<file path="src/rtl/snake_pkg.sv">
// Shared types for the snake game controller: direction codes, FSM state encoding and direction helper.
package snake_pkg;

  localparam int DIR_W = 2;

  typedef enum logic [DIR_W-1:0] {
    DIR_UP    = 2'b00,
    DIR_RIGHT = 2'b01,
    DIR_LEFT  = 2'b10,
    DIR_DOWN  = 2'b11
  } dir_e;

  typedef enum logic [2:0] {
    ST_IDLE  = 3'd0,
    ST_INIT  = 3'd1,
    ST_RUN   = 3'd2,
    ST_PAUSE = 3'd3,
    ST_OVER  = 3'd4
  } state_e;

  // The encoding is chosen so that the reverse of any heading is its bitwise complement.
  function automatic logic [DIR_W-1:0] dir_opposite(input logic [DIR_W-1:0] d);
    return ~d;
  endfunction

endpackage

</file>
<file path="src/rtl/snake_tick_gen.sv">
// Move-tick down-counter: load presets period-1, hold freezes, zero_o flags the cycle the count expires.
// zero_o is combinational; the counter reloads from period on that same edge so a new period applies at the next reload.
module snake_tick_gen #(
  parameter int WIDTH = 25
) (
  input  logic             clk,
  input  logic             rst,
  input  logic             load,
  input  logic             en,
  input  logic [WIDTH-1:0] period,
  output logic             zero_o
);

  logic [WIDTH-1:0] cnt_q, cnt_d;

  always_comb begin
    cnt_d  = cnt_q;
    zero_o = 1'b0;
    if (load) begin
      cnt_d = period - WIDTH'(1);
    end else if (en) begin
      if (cnt_q == '0) begin
        zero_o = 1'b1;
        cnt_d  = period - WIDTH'(1);
      end else begin
        cnt_d = cnt_q - WIDTH'(1);
      end
    end
  end

  always_ff @(posedge clk or posedge rst) begin
    if (rst) cnt_q <= '0;
    else     cnt_q <= cnt_d;
  end

endmodule

</file>
<file path="src/rtl/snake_game_ctrl.sv">
// Snake game sequencer: FSM, move tick, direction filter and score; all outputs registered (input at N -> effect at N+1).
// Build option SNAKE_CTRL_SPEEDUP_EN: each scored point shortens the move period by TICK_STEP down to TICK_MIN.
module snake_game_ctrl
  import snake_pkg::*;
#(
  parameter int TICK_PERIOD     = 25_000_000,
  parameter int TICK_WIDTH      = 25,
  parameter int TICK_MIN        = 6_250_000,
  parameter int TICK_STEP       = 1_000_000,
  parameter int INIT_CYCLES     = 4,
  parameter int SCORE_WIDTH     = 8,
  parameter int DIRECTION_WIDTH = 2
) (
  input  logic                       clk,
  input  logic                       rst,
  input  logic                       btn_start,
  input  logic                       btn_pause,
  input  logic                       btn_dir_vld,
  input  logic [DIRECTION_WIDTH-1:0] btn_dir,
  input  logic                       snake_score,
  input  logic                       snake_lose,
  output logic                       snake_rst,
  output logic                       snake_enb,
  output logic                       snake_valid,
  output logic [DIRECTION_WIDTH-1:0] snake_direction,
  output logic [SCORE_WIDTH-1:0]     score,
  output logic [2:0]                 game_state,
  output logic                       game_over
);

`ifdef SNAKE_CTRL_SPEEDUP_EN
  localparam bit SPEEDUP = 1'b1;
`else
  localparam bit SPEEDUP = 1'b0;
`endif

  localparam int ICW = (INIT_CYCLES > 1) ? $clog2(INIT_CYCLES) : 1;
  localparam logic [TICK_WIDTH-1:0] PERIOD_V = TICK_WIDTH'(TICK_PERIOD);
  localparam logic [TICK_WIDTH-1:0] MIN_V    = TICK_WIDTH'(TICK_MIN);
  localparam logic [TICK_WIDTH-1:0] STEP_V   = TICK_WIDTH'(TICK_STEP);
  localparam logic [DIRECTION_WIDTH-1:0] RIGHT_V = DIRECTION_WIDTH'(DIR_RIGHT);

  state_e                     state_q, state_d;
  logic [ICW-1:0]             init_cnt_q, init_cnt_d;
  logic [TICK_WIDTH-1:0]      period_q, period_d;
  logic [DIRECTION_WIDTH-1:0] committed_q, committed_d;
  logic [DIRECTION_WIDTH-1:0] pending_q, pending_d;
  logic [SCORE_WIDTH-1:0]     score_q, score_d;
  logic                       snake_rst_q, snake_rst_d;
  logic                       snake_enb_q, snake_enb_d;
  logic                       snake_valid_q, snake_valid_d;
  logic                       game_over_q, game_over_d;
  logic                       tick_en, tick_load, tick;
  logic                       point;

  // The edge that leaves RUN is not counted, so a pause keeps exactly the cycles already run.
  assign tick_en   = (state_q == ST_RUN) && (state_d == ST_RUN);
  assign tick_load = (state_q == ST_INIT);
  assign point     = (state_q == ST_RUN) && snake_score;

  snake_tick_gen #(.WIDTH(TICK_WIDTH)) u_tick (
    .clk    (clk),
    .rst    (rst),
    .load   (tick_load),
    .en     (tick_en),
    .period (period_q),
    .zero_o (tick)
  );

  always_comb begin
    state_d = state_q;
    unique case (state_q)
      ST_IDLE:  if (btn_start) state_d = ST_INIT;
      ST_INIT:  if (init_cnt_q == ICW'(INIT_CYCLES - 1)) state_d = ST_RUN;
      ST_RUN: begin
        if (snake_lose)     state_d = ST_OVER;
        else if (btn_pause) state_d = ST_PAUSE;
      end
      ST_PAUSE: begin
        if (btn_start)      state_d = ST_INIT;
        else if (btn_pause) state_d = ST_RUN;
      end
      ST_OVER:  if (btn_start) state_d = ST_INIT;
      default:  state_d = ST_IDLE;
    endcase
  end

  always_comb begin
    init_cnt_d  = (state_q == ST_INIT) ? init_cnt_q + ICW'(1) : '0;
    committed_d = committed_q;
    pending_d   = pending_q;
    score_d     = score_q;
    period_d    = period_q;
    if (state_d == ST_INIT && state_q != ST_INIT) begin
      committed_d = RIGHT_V;
      pending_d   = RIGHT_V;
      score_d     = '0;
      period_d    = PERIOD_V;
    end else begin
      if (tick) committed_d = pending_q;
      // A request racing the tick is judged against the heading being committed on that tick.
      if ((state_q == ST_RUN) && btn_dir_vld && (btn_dir != dir_opposite(committed_d)))
        pending_d = btn_dir;
      if (point && (score_q != '1)) score_d = score_q + SCORE_WIDTH'(1);
      if (SPEEDUP && point)
        period_d = (period_q >= MIN_V + STEP_V) ? period_q - STEP_V : MIN_V;
    end
    snake_rst_d   = (state_d == ST_INIT) && (state_q != ST_INIT);
    snake_enb_d   = (state_d == ST_RUN);
    game_over_d   = (state_d == ST_OVER);
    snake_valid_d = tick;
  end

  always_ff @(posedge clk or posedge rst) begin
    if (rst) begin
      state_q       <= ST_IDLE;
      init_cnt_q    <= '0;
      period_q      <= PERIOD_V;
      committed_q   <= RIGHT_V;
      pending_q     <= RIGHT_V;
      score_q       <= '0;
      snake_rst_q   <= 1'b1;
      snake_enb_q   <= 1'b0;
      snake_valid_q <= 1'b0;
      game_over_q   <= 1'b0;
    end else begin
      state_q       <= state_d;
      init_cnt_q    <= init_cnt_d;
      period_q      <= period_d;
      committed_q   <= committed_d;
      pending_q     <= pending_d;
      score_q       <= score_d;
      snake_rst_q   <= snake_rst_d;
      snake_enb_q   <= snake_enb_d;
      snake_valid_q <= snake_valid_d;
      game_over_q   <= game_over_d;
    end
  end

  assign snake_rst       = snake_rst_q;
  assign snake_enb       = snake_enb_q;
  assign snake_valid     = snake_valid_q;
  assign snake_direction = committed_q;
  assign score           = score_q;
  assign game_state      = state_q;
  assign game_over       = game_over_q;

endmodule
</file>
<file path="config.mk">
export PLATFORM = sky130hd
export DESIGN_NAME = snake_game_ctrl
export DESIGN_NICKNAME = d
export VERILOG_FILES = /design/src/rtl/snake_pkg.sv /design/src/rtl/snake_tick_gen.sv /design/src/rtl/snake_game_ctrl.sv
export SDC_FILE = /design/constraint.sdc
export NUM_CORES = 1
export LEC_CHECK = 0
export BUFFER_PORTS_ARGS = -buffer_cell sky130_fd_sc_hd__buf_2
export CAP_MARGIN = 20
export CORE_MARGIN = 2
export CORE_UTILIZATION = 45
export CTS_CLUSTER_DIAMETER = 40
export CTS_CLUSTER_SIZE = 10
export DETAILED_ROUTE_END_ITERATION = 10
export GPL_ROUTABILITY_DRIVEN = 0
export SLEW_MARGIN = 25
export SYNTH_ARGS = -nofsm -noshare
export SYNTH_HDL_FRONTEND = slang
export SYNTH_SLANG_ARGS = --single-unit
</file>
<file path="constraint.sdc">
create_clock -name clk -period 6.3 [get_ports clk]
set_clock_uncertainty 0.05 [all_clocks]
set_input_delay 0.315 -clock clk [delete_from_list [all_inputs] [get_ports clk]]
set_output_delay 0.315 -clock clk [all_outputs]
set_load 0.005 [all_outputs]
</file>
==> out/qor.csv <==
stage;metric;value;unit
outcome;status;complete, no violations;
synth;yosys_warnings;0;
finish;design_area;2626;um^2
synth;synth_area_per_cell;9.593;um^2
placed_design;place_hpwl;2923;um
timing;max_freq;0.3256;GHz
timing;setup_viol;0;
flow_run;cap_viol_max_count;0;
global_routing;antenna_found_initial;0;
clock_network;cts_resized;0;
synth;synthCells;243;
synth;synthTopCellsByArea;dfrtp_1, xnor2_1, nor2_1, nand2_1, xor2_1;
placed_design;pre_cts_slack;3.228;ns
worst_setup_path;start_kind;flop;
finish;area_delta_synth_final;12.67;%
placed_design;dp.cells;332;
route;drc;0;
power;peakVddDrop;0.0001391;V
clock_network;cts_buffer_depth;2;
route;vias;1709;
synth;yosys.area.top_type_share;46.16;%
route;drt_first_pass_iters;4;
global_routing;overflow;0;
global_routing;grt_pass1_wl;7300;um
clock_network;cts.clk_slew.worst_paths;0.09;ns
floorplan;core_area;5042;um^2
floorplan;die_h;75.97;um
route;wl_per_cell;12.21;um
floorplan;start_util;46.23;%
synth;ys_async_sr_fraction;100.0;%
worst_setup_path;critPathSlowestCell;a2111oi_1;
finish;fin_cells;340;
floorplan;top_level_ports;26;
finish;layout-drive-gt1-share;17.41;%
placed_design;portBuffers;25;
timing;finalHoldViolCount;0;
floorplan;placementRows;26;
finish;fillers;465;
global_routing;grt_start_max_net_pins;47;
timing;setup_tns;0;ns
route;wl;4150;um
floorplan;die_area;5771;um^2
clock_network;cts.sinks;46;
synth;ys_ff_latch;46;
worst_setup_path;cp_max_fo;12;
floorplan;die_w;75.97;um
synth;synth_ff_type;dfrtp_1;
synth;ys_seq_area_share;49.54;%
power;power;723.6;uW
timing;fin_crit;3.071;ns
timing;rsz0062_at_grt;false;
finish;diodes;0;
timing;period_share;48.75;%
clock_network;cts.htree.levels;2;
power;leakage;0.001077;uW
finish;layout.area.seq;1155;um^2
clock_network;numCtsBuffers;5;
clock_network;cts_root_buffer;clkbuf_8;
route;drt-initial-drc-count;52;
synth;synth-edff-count;0;
worst_setup_path;critical_path_class;reg -> reg;
clock_network;cts_hold_buf;0;
timing;slew_viol_final;0;
synth;synth_area;2331;um^2
timing;fin_ws;3.229;ns
worst_setup_path;slowest_delay;0.72;ns
finish;fin_nets;281;
min_path;hp-class;in -> async;
worst_setup_path;required;6.39;ns
timing;slew_headroom;40.35;%
power;p_per_area;275.5;nW/um^2
synth;synthesis.nets;255;
timing;worst-slew-pin-transition;0.8915;ns
worst_setup_path;crit_chain;or4b_2 -> a2111oi_1 -> nand4_1 -> nor4_1 -> xnor2_1 -> nand2_1;
global_routing;grt_pass1_vias;1643;
worst_setup_path;arrival;3.17;ns
route;drtAntennaViolNets;0;
finish;multi_input_area;1115;um^2
synth;yosysTopAreaCell;dfrtp_1;
clock_network;post_cts_buffers;0;
worst_setup_path;cp-end-kind;flop;
placed_design;placed_cell_area;2516;um^2
clock_network;cts_tree;built;
clock_network;clock_latency;0.30;ns
synth;ys_types;45;
route;avgViaCountPerCell;5.026;
global_routing;grt_use_total;15.56;%
-- sequential cells by signal, indices dropped and copies added (netlist names) --
signal / count
game_over: 1
game_state: 3
init_cnt_q: 2
pending_q: 2
score: 8
snake_direction: 2
snake_enb: 1
snake_rst: 1
snake_valid: 1
u_tick.cnt_q: 25
-- per-layer routing --
metal | share of wire [%] | routed length [um] | track usage (%) | up-vias
li1 | - | - | - | 888
met2 | 46 | 1928 | 25.54 | 24
met1 | 49 | 2026 | 20.33 | 789
met4 | 1.9 | 79 | 7.091 | 0
met3 | 2.8 | 116 | 2.607 | 8
met5 | 0 | 0 | 0 | -
-- cells in the final DEF, fill, tap and decap left out, drive strengths merged, types with 2 or more instances in the layout --
cell type   n
o21ai       6
nand3b      4
o211ai      3
ha          3
inv         6
dfstp       3
nor3       10
nor2b       3
clkbuf      5
mux2i       2
nor2       31
nand3      10
xnor2      18
nor4        6
xor2       10
or3         5
nand2      30
buf        26
nor3b       2
nand4       3
nand2b      6
dfrtp      43
clkinv      3
a21oi       9
or2         2
and2        3
or4         3
-- report_power, final --
part	switching, uW	internal [uW]	leakage [uW]
clock network	96.4	117	0.0000579
registers	27.5	321	0.000537
logic	108	54.3	0.000482
total	231	492	0.00108
-- path summary, 6_finish.rpt --
path,slack (ns),from,endpoint,cells after the start
worst max register to register,3.23,game_state[0],u_tick.cnt_q[19],6
worst min register to register,0.40,init_cnt_q[0],init_cnt_q[0],1
min in group clk,0.29,btn_start,game_over,4
worst max-delay path,3.23,game_state[0],u_tick.cnt_q[19],6
max in group asynchronous,5.67,rst,game_state[2],2
worst min-delay path,0.07,rst,u_tick.cnt_q[15],2
-- area by class of cell --
type | instances | area share, %
timing repair buffer | 26 | 5.050
multi-input combinational | 183 | 42.45
sequential | 46 | 43.97
inverter | 7 | 1.048
clock inverter | 3 | 1.525
tap | 70 | 3.335
clock buffer | 5 | 2.620
-- cells in the mapped netlist, types with 2 or more instances --
cell type  number
nor3b_1         2
ha_1            3
nor4_1          6
nor2b_1         3
nand3b_1        4
o211ai_1        3
clkbuf_1        5
nand2_1        30
xnor2_1        18
or2_2           2
or3_1           4
inv_1           6
dfstp_2         3
dfrtp_1        43
nand4_1         3
and2_1          3
nand2b_1        6
xor2_1         10
nor3_1         10
or4_4           2
nor2_1         31
nand3_1        10
o21ai_0         6
a21oi_1         9
-- metrics by stage --
step / utilization [%] / hold slack (ns)
after floorplan: - / 0.3589
after global placement: 49.90 / 0.3748
after detailed placement: 49.90 / 0.3787
after CTS: 52.06 / 0.2126
after global routing: 52.08 / 0.1373
final: 52.08 / 0.07118
-- critical path, delay by kind of cell (launching register included) --
kind	cells	cell delay, ns
AOI/OAI and AO/OA	1	0.72
xor gates and xnor gates	1	0.16
DFF	1	0.48
and+or+nand+nor	4	1.50
-- kinds of logic (layout without fill, tap and decap cells) --
logic type      Yosys count  count (layout)  share of synthesized area [%]
buf+inv                  14              41                          2.630
xor+xnor                 28              28                          10.52
flops                    46              46                          49.54
fa+ha+maj                 3               3                          1.610
simple gates            122             122                          26.36
mux                       2               2                          1.396
compound gates           28              28                          7.945
Power figures use the tool's default switching activity.
